===== config.mk =====
export PLATFORM = sky130hd
export DESIGN_NAME = voice_mixer_flat
export DESIGN_NICKNAME = d
export VERILOG_FILES = /design/src/rtl/synth_pkg.sv /design/src/rtl/voice_mixer_if.sv /design/src/rtl/env_ramp.sv /design/src/rtl/voice_mixer.sv /design/src/flat_wrapper.sv
export SDC_FILE = /design/constraint.sdc
export NUM_CORES = 1
export LEC_CHECK = 0
export ABC_AREA = 1
export CAP_MARGIN = 20
export CORE_ASPECT_RATIO = 0.5
export CORE_MARGIN = 3
export CORE_UTILIZATION = 50
export CTS_BUF_LIST = sky130_fd_sc_hd__clkbuf_16
export DETAILED_ROUTE_END_ITERATION = 7
export PLACE_DENSITY_LB_ADDON = 0.12
export SYNTH_ARGS = -nofsm -noshare
export SYNTH_HDL_FRONTEND = slang
export SYNTH_HIERARCHICAL = 1
export SYNTH_SLANG_ARGS = --single-unit
export TNS_END_PERCENT = 1

===== constraint.sdc =====
create_clock -name clk -period 8.7 [get_ports clk]
set_clock_uncertainty 0.15 [all_clocks]
set_input_delay 0.87 -clock clk [delete_from_list [all_inputs] [get_ports clk]]
set_output_delay 0.87 -clock clk [all_outputs]
set_load 0.01 [all_outputs]

===== src/rtl/synth_pkg.sv =====
// Shared types and helpers for the voice mixer: state enum, envelope unity, widths, saturation.
// Latency: none (package only).
// Backpressure: none (package only).
package synth_pkg;

  typedef enum logic [1:0] {
    IDLE  = 2'd0,
    ACCUM = 2'd1,
    SCALE = 2'd2,
    OUT   = 2'd3
  } state_t;

  localparam int ENV_W_DEFAULT = 9;
  localparam int ENV_ONE       = 1 << (ENV_W_DEFAULT - 1);

  // Accumulator wide enough that NCH full-scale sample*gain terms cannot overflow.
  function automatic int acc_width(input int w, input int gw, input int nch);
    return w + gw + $clog2(nch) + 1;
  endfunction

  // Clamp x into the signed w-bit range; clipped reports whether clamping happened.
  function automatic logic signed [63:0] saturate(input logic signed [63:0] x,
                                                  input int w,
                                                  output logic clipped);
    logic signed [63:0] hi;
    logic signed [63:0] lo;
    hi       = (64'sd1 <<< (w - 1)) - 64'sd1;
    lo       = -(64'sd1 <<< (w - 1));
    clipped  = 1'b0;
    saturate = x;
    if (x > hi) begin
      saturate = hi;
      clipped  = 1'b1;
    end else if (x < lo) begin
      saturate = lo;
      clipped  = 1'b1;
    end
  endfunction

endpackage


===== src/rtl/voice_mixer_if.sv =====
// Sample-strobe bus between the oscillator bank / control and the mixer.
// Latency: none (wiring only).
// Backpressure: none; strobes arriving while the mixer is busy are flagged by overrun.
interface voice_mixer_if #(
  parameter int NCH = 4,
  parameter int W   = 16,
  parameter int GW  = 4
);

  logic              sample_stb;
  logic [NCH*W-1:0]  ch_in;
  logic [NCH-1:0]    ch_en;
  logic [NCH*GW-1:0] ch_gain;
  logic              gate;
  logic [W-1:0]      out_sample;
  logic              out_valid;
  logic              clip;
  logic              overrun;
  logic              busy;

  modport master (
    output sample_stb, ch_in, ch_en, ch_gain, gate,
    input  out_sample, out_valid, clip, overrun, busy
  );

  modport slave (
    input  sample_stb, ch_in, ch_en, ch_gain, gate,
    output out_sample, out_valid, clip, overrun, busy
  );

endinterface


===== src/rtl/env_ramp.sv =====
// Linear gate-driven envelope, clamped to [0, ONE], moved by STEP once per step_en.
// Latency: new envelope visible the cycle after step_en.
// Backpressure: none; holds its value whenever step_en is low.
import synth_pkg::*;

module env_ramp #(
  parameter int ENV_W = ENV_W_DEFAULT,
  parameter int ONE   = ENV_ONE,
  parameter int STEP  = 16
) (
  input  logic             clk,
  input  logic             rst_n,
  input  logic             step_en,
  input  logic             gate,
  output logic [ENV_W-1:0] env
);

  localparam logic [ENV_W:0] ONE_X  = (ENV_W + 1)'(ONE);
  localparam logic [ENV_W:0] STEP_X = (ENV_W + 1)'(STEP);

  logic [ENV_W:0]   env_up;
  logic [ENV_W-1:0] env_nxt;

  // Next envelope: saturating climb toward unity while gated, saturating fall to zero otherwise.
  always_comb begin
    env_up  = {1'b0, env} + STEP_X;
    env_nxt = env;
    if (gate) begin
      env_nxt = (env_up >= ONE_X) ? ONE_X[ENV_W-1:0] : env_up[ENV_W-1:0];
    end else begin
      env_nxt = ({1'b0, env} < STEP_X) ? '0 : (env - STEP_X[ENV_W-1:0]);
    end
  end

  // Envelope register, advanced only when the mixer publishes a sample.
  always_ff @(posedge clk or negedge rst_n) begin
    if (!rst_n) begin
      env <= '0;
    end else if (step_en) begin
      env <= env_nxt;
    end
  end

endmodule


===== src/rtl/voice_mixer.sv =====
// Time-multiplexed NCH-channel gain mixer with envelope scaling and W-bit saturation.
// Latency: sample_stb in cycle 0 gives out_valid in cycle NCH+3.
// Backpressure: none; a strobe while busy is dropped and reported on overrun.
import synth_pkg::*;

module voice_mixer #(
  parameter int NCH       = 4,
  parameter int W         = 16,
  parameter int GW        = 4,
  parameter int ENV_W     = 9,
  parameter int RAMP_STEP = 16
) (
  input logic         clk,
  input logic         rst_n,
  voice_mixer_if.slave bus
);

  localparam int ACC_W  = acc_width(W, GW, NCH);
  localparam int IDX_W  = $clog2(NCH);
  localparam int TW     = W + GW + 1;
  localparam int PROD_W = ACC_W + ENV_W + 1;

  state_t state;
  state_t state_nxt;

  logic [NCH*W-1:0]        snap_in;
  logic [NCH-1:0]          snap_en;
  logic [NCH*GW-1:0]       snap_gain;
  logic signed [ACC_W-1:0] acc;
  logic [IDX_W-1:0]        idx;
  logic [W-1:0]            res_r;
  logic                    clip_r;
  logic [ENV_W-1:0]        env;

  logic signed [W-1:0]      cur_smp;
  logic [GW-1:0]            cur_gain;
  logic signed [TW-1:0]     term;
  logic signed [ACC_W-1:0]  acc_add;
  logic signed [ACC_W-1:0]  mix;
  logic signed [PROD_W-1:0] prod;
  logic signed [PROD_W-1:0] res;
  logic signed [63:0]       sat;
  logic                     sat_clip;

  assign bus.busy = (state != IDLE);

  // Sequencer state register.
  always_ff @(posedge clk or negedge rst_n) begin
    if (!rst_n) begin
      state <= IDLE;
    end else begin
      state <= state_nxt;
    end
  end

  // Sequencer: one accumulate cycle per channel, then scale, then publish.
  always_comb begin
    state_nxt = state;
    case (state)
      IDLE:    if (bus.sample_stb) state_nxt = ACCUM;
      ACCUM:   if (idx == IDX_W'(NCH - 1)) state_nxt = SCALE;
      SCALE:   state_nxt = OUT;
      OUT:     state_nxt = IDLE;
      default: state_nxt = IDLE;
    endcase
  end

  // Datapath: current channel term, floor-shifted mix, envelope product and saturation.
  always_comb begin
    cur_smp  = snap_in[W*int'(idx) +: W];
    cur_gain = snap_gain[GW*int'(idx) +: GW];
    term     = TW'(cur_smp) * TW'($signed({1'b0, cur_gain}));
    acc_add  = acc + ACC_W'(term);
    mix      = acc >>> GW;
    prod     = PROD_W'(mix) * PROD_W'($signed({1'b0, env}));
    res      = prod >>> (ENV_W - 1);
    sat_clip = 1'b0;
    sat      = saturate(64'(res), W, sat_clip);
  end

  // Snapshot on accepted strobe, accumulate enabled channels, latch the saturated result.
  always_ff @(posedge clk or negedge rst_n) begin
    if (!rst_n) begin
      snap_in   <= '0;
      snap_en   <= '0;
      snap_gain <= '0;
      acc       <= '0;
      idx       <= '0;
      res_r     <= '0;
      clip_r    <= 1'b0;
    end else begin
      case (state)
        IDLE: begin
          if (bus.sample_stb) begin
            snap_in   <= bus.ch_in;
            snap_en   <= bus.ch_en;
            snap_gain <= bus.ch_gain;
            acc       <= '0;
            idx       <= '0;
          end
        end
        ACCUM: begin
          if (snap_en[idx]) acc <= acc_add;
          idx <= (idx == IDX_W'(NCH - 1)) ? '0 : idx + IDX_W'(1);
        end
        SCALE: begin
          res_r  <= sat[W-1:0];
          clip_r <= sat_clip;
        end
        default: ;
      endcase
    end
  end

  // Output registers: sample held between updates, clip only alongside out_valid.
  always_ff @(posedge clk or negedge rst_n) begin
    if (!rst_n) begin
      bus.out_sample <= '0;
      bus.out_valid  <= 1'b0;
      bus.clip       <= 1'b0;
      bus.overrun    <= 1'b0;
    end else begin
      bus.out_valid <= (state == OUT);
      bus.clip      <= (state == OUT) ? clip_r : 1'b0;
      bus.overrun   <= bus.sample_stb && (state != IDLE);
      if (state == OUT) bus.out_sample <= res_r;
    end
  end

  env_ramp #(
    .ENV_W (ENV_W),
    .ONE   (1 << (ENV_W - 1)),
    .STEP  (RAMP_STEP)
  ) u_env (
    .clk     (clk),
    .rst_n   (rst_n),
    .step_en (state == OUT),
    .gate    (bus.gate),
    .env     (env)
  );

endmodule

===== src/flat_wrapper.sv =====
// flat-port wrapper written by rule: the top's interface ports become plain ports
module voice_mixer_flat 
#(
  parameter int NCH       = 4,
  parameter int W         = 16,
  parameter int GW        = 4,
  parameter int ENV_W     = 9,
  parameter int RAMP_STEP = 16
)
  (clk, rst_n, bus_sample_stb, bus_ch_in, bus_ch_en, bus_ch_gain, bus_gate, bus_out_sample, bus_out_valid, bus_clip, bus_overrun, bus_busy);
  voice_mixer_if #(.NCH(NCH), .W(W), .GW(GW)) bus_i ();
  input logic clk;
  input logic rst_n;
  input wire logic [$bits(bus_i.sample_stb)-1:0] bus_sample_stb;
  input wire logic [$bits(bus_i.ch_in)-1:0] bus_ch_in;
  input wire logic [$bits(bus_i.ch_en)-1:0] bus_ch_en;
  input wire logic [$bits(bus_i.ch_gain)-1:0] bus_ch_gain;
  input wire logic [$bits(bus_i.gate)-1:0] bus_gate;
  output wire logic [$bits(bus_i.out_sample)-1:0] bus_out_sample;
  output wire logic [$bits(bus_i.out_valid)-1:0] bus_out_valid;
  output wire logic [$bits(bus_i.clip)-1:0] bus_clip;
  output wire logic [$bits(bus_i.overrun)-1:0] bus_overrun;
  output wire logic [$bits(bus_i.busy)-1:0] bus_busy;
  assign bus_i.sample_stb = bus_sample_stb;
  assign bus_i.ch_in = bus_ch_in;
  assign bus_i.ch_en = bus_ch_en;
  assign bus_i.ch_gain = bus_ch_gain;
  assign bus_i.gate = bus_gate;
  assign bus_out_sample = bus_i.out_sample;
  assign bus_out_valid = bus_i.out_valid;
  assign bus_clip = bus_i.clip;
  assign bus_overrun = bus_i.overrun;
  assign bus_busy = bus_i.busy;
  voice_mixer #(.NCH(NCH), .W(W), .GW(GW), .ENV_W(ENV_W), .RAMP_STEP(RAMP_STEP)) u_core (.clk(clk), .rst_n(rst_n), .bus(bus_i));
endmodule

# --- Word-level counts from Yosys, hierarchy flattened ---
# Index checks and enable logic that the tools add are counted.
classes:
  n_addsub: 4
  n_mul: 2
  order_cmp: 5
  eq_ne: 7
  n_shift: 2
  n_mux: 19
  n_reduce_logical: 8
ops:
  columns: ["cell", "n"]
  rows:
  - ["$shiftx 64x7->16", 1]
  - ["$mux 23", 2]
  - ["$pmux 23 s2", 1]
  - ["$mux 16", 2]
  - ["$mul 19x10->29", 1]
  - ["$mux 9", 3]
  - ["$add 23x21->23", 1]
  - ["$gt 21x16->1 const B", 1]
  - ["$lt 21x16->1 const B", 1]
  - ["$mul 16x5->21", 1]
  - ["$shiftx 16x5->4", 1]
  - ["$add 9x5->10 const B", 1]
  - ["$ge 10x9->1 const B", 1]
  - ["$lt 9x5->1 const B", 1]
  - ["$sub 9x5->9 const B", 1]
  - ["$mux 2", 4]
  - ["$pmux 2 s4", 1]
  - ["$eq 2x2->1 const B", 3]
  - ["$reduce_and 2->1", 3]
  - ["$mux 1", 4]
  - ["$ne 2x1->1 const B", 2]
  - ["$pmux 2 s2", 1]
  - ["$reduce_bool 2->1", 2]
  - ["$lt 2x3->1 const B", 1]
  - ["other kinds (7)", 7]
totals:
  regBits: 156
  inputBits: 88
  out_inout_bits: 20
  wordCells: 60

# --- Longest topological paths before layout ---
depth:
  depth_word: 5
  ltp_mapped: 34

# --- Hierarchy ---
# Netlist, hierarchy kept.
modules_own_cells:
  columns: ["module", "instances", "cells_per_inst", "area_per_inst_um2"]
  rows:
  - ["voice_mixer", 1, 1898, 16007.9]
  - ["env_ramp", 1, 76, 480.5]

# --- Worst setup path after synthesis ---
# No wires, ideal clock.
synth_timing:
  path_kind: "flip-flop to flip-flop"
  startpoint: "reg u_core.u_env.env[5]"
  endpoint: "reg u_core.res_r[10]"
  setup_ns: 0.116
  arrival_time_ns: 5.391
  path_slack_ns: 3.043
  path_stages_with_launch: 28
  n_path_buf: 3
  path_cell_list: "dfrtp_1 > clkbuf_1 > clkbuf_1 > nand2_1 > inv_1 > fa_1 > fa_1 > fa_1 > fa_1 > inv_1 > fa_1 > inv_1 > ha_1 > nand2_2 > inv_1 > nand2_1 > nand2_1 > nand2_1 > nand2_1 > a21oi_1 > nand3_1 > nand2_1 > nand2_1 > o21ai_4 > buf_6 > nand2_1 > nand2_1 > nand2_1"
synth_via:
  elab_chain_len: 4
synth_rtl:
  columns: ["element", "line_no", "text"]
  rows:
  - ["from (decl)", "env_ramp.sv:15", "output logic [ENV_W-1:0] env"]
  - ["from (signal assigned)", "env_ramp.sv:40", "env <= env_nxt;"]
  - ["$mul 19x10->29 (*)", "voice_mixer.sv:75", "prod = PROD_W'(mix) * PROD_W'($signed({1'b0, env}));"]
  - ["$lt 21x16->1", "synth_pkg.sv:34", "end else if (x < lo) begin"]
  - ["$mux 16", "synth_pkg.sv:34", null]
  - ["$mux 16 (*)", "synth_pkg.sv:31", "if (x > hi) begin"]
  - ["to (signal assigned)", "voice_mixer.sv:107", "res_r <= sat[W-1:0];"]
  - ["to (decl)", "voice_mixer.sv:31", "logic [W-1:0] res_r;"]
# Mark *: on every way between the ends. The rest lies on a longest branch, timed or not.
# A chain may end at the register's enable or synchronous reset.

# --- Worst setup path in the final report ---
layout_timing:
  startpoint: "reg u_core.u_env.env[7]"
  endpoint: "reg u_core.res_r[8]"
# Same word-level chain as after synthesis.

==> run_results.csv <==
group,metric,value,unit
run_status,status,"completed",
critical_path,cp-start-kind,"flip-flop",
sta,setup_viol,0,
floorplan,fp.dieW,263,µm
cells_and_area,final_common_cell,"nand2_1",
sta,max_freq,164,MHz
routing,routed_via_density,5.07,
global_route,gr-total-overflow,0,
routing,wire_per_inst,15.4,µm
critical_path,worst-path-buf-inv,4,
logic_synthesis,synth_top_area_frac,0.240,
cells_and_area,final_layout_size_suffix_gt1_frac,0.0962,
global_route,grt_pass1_vias,12813,
place,place_hpwl,29200,µm
sta,min_period,6110,ps
critical_path,crit_top_cell,"nand2_1",
logic_synthesis,synth-main-ff-cell,"dfrtp_1",
clock_tree,clk_latency,450,ps
routing,first_iter_violations,773,
floorplan,core_area,32100,µm²
global_route,grt_first_pass_wirelength,65700,µm
clock_tree,cts_buffer_depth,2,
global_route,grt_antenna_before_repair,0,
place,gp_congestion,0.880,
critical_path,critPathKind,"reg2reg",
global_route,grt_util_all_layers,0.229,
logic_synthesis,synth_area_per_cell,8.35,µm²
clock_tree,cts_tree,"built",
cells_and_area,fin_util,0.574,
sta,rsz0062_at_grt,"no",
logic_synthesis,synth_seq_area_share,0.231,
routing,ant_nets,0,
critical_path,slowest_stage,"dfrtp_1",
global_route,grt_start_max_net_pins,91,
critical_path,startpoint,"u_core/u_env/env[7]$_DFFE_PN0P_",
hold_path,hold_path_class,"reg2reg",
critical_path,max_stage_delay,1010,ps
logic_synthesis,yosys.cell_types.count,49,
logic_synthesis,synth_edf_count,0,
cells_and_area,nNetsFinal,2435,
logic_synthesis,syn_inst,1974,
logic_synthesis,netlist.top_cell.by_area,"fa_1",
sta,worst_pin_slew,1010,ps
clock_tree,clk_pin_slew_worst_paths,70,ps
logic_synthesis,async_flop_share,1.00,
floorplan,die-area,35300,µm²
run,drv_cap,0,
clock_tree,cts_setup_buffers,0,
clock_tree,cts_resized,0,
critical_path,crit_chain,"nand2_1, inv_1, ha_1, fa_1, fa_1, fa_1, inv_1, fa_1, inv_1, ha_1, nand2_2, inv_1, nand2_1, nand2_1, nand2_1, nand2_1, a21oi_1, nand3_1, nand2_1, nand2_1, o21ai_4, nand2_1, nand2_1, nand2_1",
critical_path,cp.required,8880,ps
place,port_buffers,107,
sta,finalMaxSlewViolations,0,
floorplan,initial_core_util,0.514,
sta,max_slew_margin,0.326,
sta,post-route-period-util,0.703,
floorplan,pin_count,108,
sta,hold_viol_final,0,
critical_path,cp_top_family,"adder cells",
routing,wirelength,38100,µm
floorplan,rows,46,
cells_and_area,layout_common_cells,"516 x nand2_1, 383 x inv_1, 198 x fa_1, 152 x dfrtp_1, 122 x nor2_1",
logic_synthesis,yosys_warnings,6,
clock_tree,htreeDepth,4,
clock_tree,clock-sinks,152,
clock_tree,cts_root_buf,"clkbuf_16",
floorplan,die_h,134,µm
routing,drt_pass1_iterations,5,
clock_tree,cts_buffers,17,
cells_and_area,diodes,0,
critical_path,critPathArrivalTime,6290,ps
logic_synthesis,synth_area_leaders,"fa_1 24%, dfrtp_1 23%, nand2_1 12%",
hold_path,min_from,"u_core/clip_r$_DFFE_PN0P_",
routing,drc_errors,0,
sta,fin_tns_setup,0,ps
critical_path,cp_max_fo,25,
clock_tree,hold_buffers,0,
critical_path,crit_path_end_kind,"flip-flop",
cells_and_area,area_delta_synth_final,11.5,%
logic_synthesis,synth_area,16500,µm²
logic_synthesis,synth-seq-cells,152,
critical_path,timing.rr.start,"u_core/u_env/env[7]$_DFFE_PN0P_",
routing,via_count,12567,
==> layout make-up <==
cell class                 count  area [µm²]
tap                          432         541
fill                        2929       13700
clock buffer                  17         425
multi-input combinational   1358       10900
clock inverter                15         116
inverter                     390        1460
timing repair buffer         116        1160
sequential                   152        3800
==> tightest hold or removal path, stage by stage (launching register included) <==
cell,delay [ps]
dfrtp_1,350
nand2_1,50
inv_1,40
==> synthesized netlist by cell type, drive strengths merged (3+ instances only) <==
cell type  instances
o31ai              3
a32oi              4
a31oi              5
mux2              98
a32o              14
buf               25
inv              389
nor3               4
nor2             134
o21ai             53
a22o               3
nor4               4
a21oi             72
dfrtp            152
nand2            545
o22ai              4
nand3b             3
xor2              19
xnor2             11
fa               198
clkbuf            52
a21o              10
nand3             33
ha               114
o21bai             3
nand4             10
==> registers in the layout, summed over array words and instances, names as in the netlist <==
register and cells:
u_core/bus.out_sample 16, u_core/snap_in 64, u_core/u_env/env 5, u_core/idx 2, u_core/bus.clip 1, u_core/bus.overrun 1, u_core/bus.out_valid 1, u_core/clip_r 1
u_core/acc 23, u_core/res_r 16, u_core/snap_en 4, u_core/snap_gain 16, u_core/state 2
==> routing by layer <==
layer / up-vias / global-route usage / part of all wire
met4: 0 / 0.0452 / 0.011
met3: 32 / 0.0370 / 0.045
li1: 6146 / - / -
met5: - / 0 / 0
met2: 283 / 0.361 / 0.44
met1: 6106 / 0.339 / 0.50
==> per-stage QoR <==
stage	instance area (µm²)	instances	hold WS [ps]	setup WS (ps)
final	18400	2480	325	2590
after global routing	18400	2480	349	2170
after CTS	18400	2479	332	2600
after detailed placement	17800	2447	317	2690
after global placement	17800	2447	313	2750
after floorplan	16500	1977	287	3040
==> final timing paths <==
check,slack [ps],cells after the start,to
max,2590,24,u_core/res_r[8]$_DFFE_PN0P_
min,320,2,u_core/bus.clip$_DFF_PN0_
max reg2reg,2590,24,u_core/res_r[8]$_DFFE_PN0P_
min reg2reg,320,2,u_core/bus.clip$_DFF_PN0_
max in group asynchronous,6650,2,u_core/res_r[8]$_DFFE_PN0P_
min in group asynchronous,350,1,u_core/snap_in[41]$_DFFE_PN0P_
==> cell families after synthesis <==
group,synth area share
AND/OR/NAND/NOR,0.183
multiplexers,0.0669
buffers and inverters,0.110
adder cells (fa/ha/maj),0.327
XOR/XNOR,0.0159
other,0.000227
flip-flops,0.231
AO/OA/AOI/OAI,0.0660
Power is left out: the tool's default activity adds up to more than one toggle a clock period on the data nets, which glitch-free logic cannot reach.
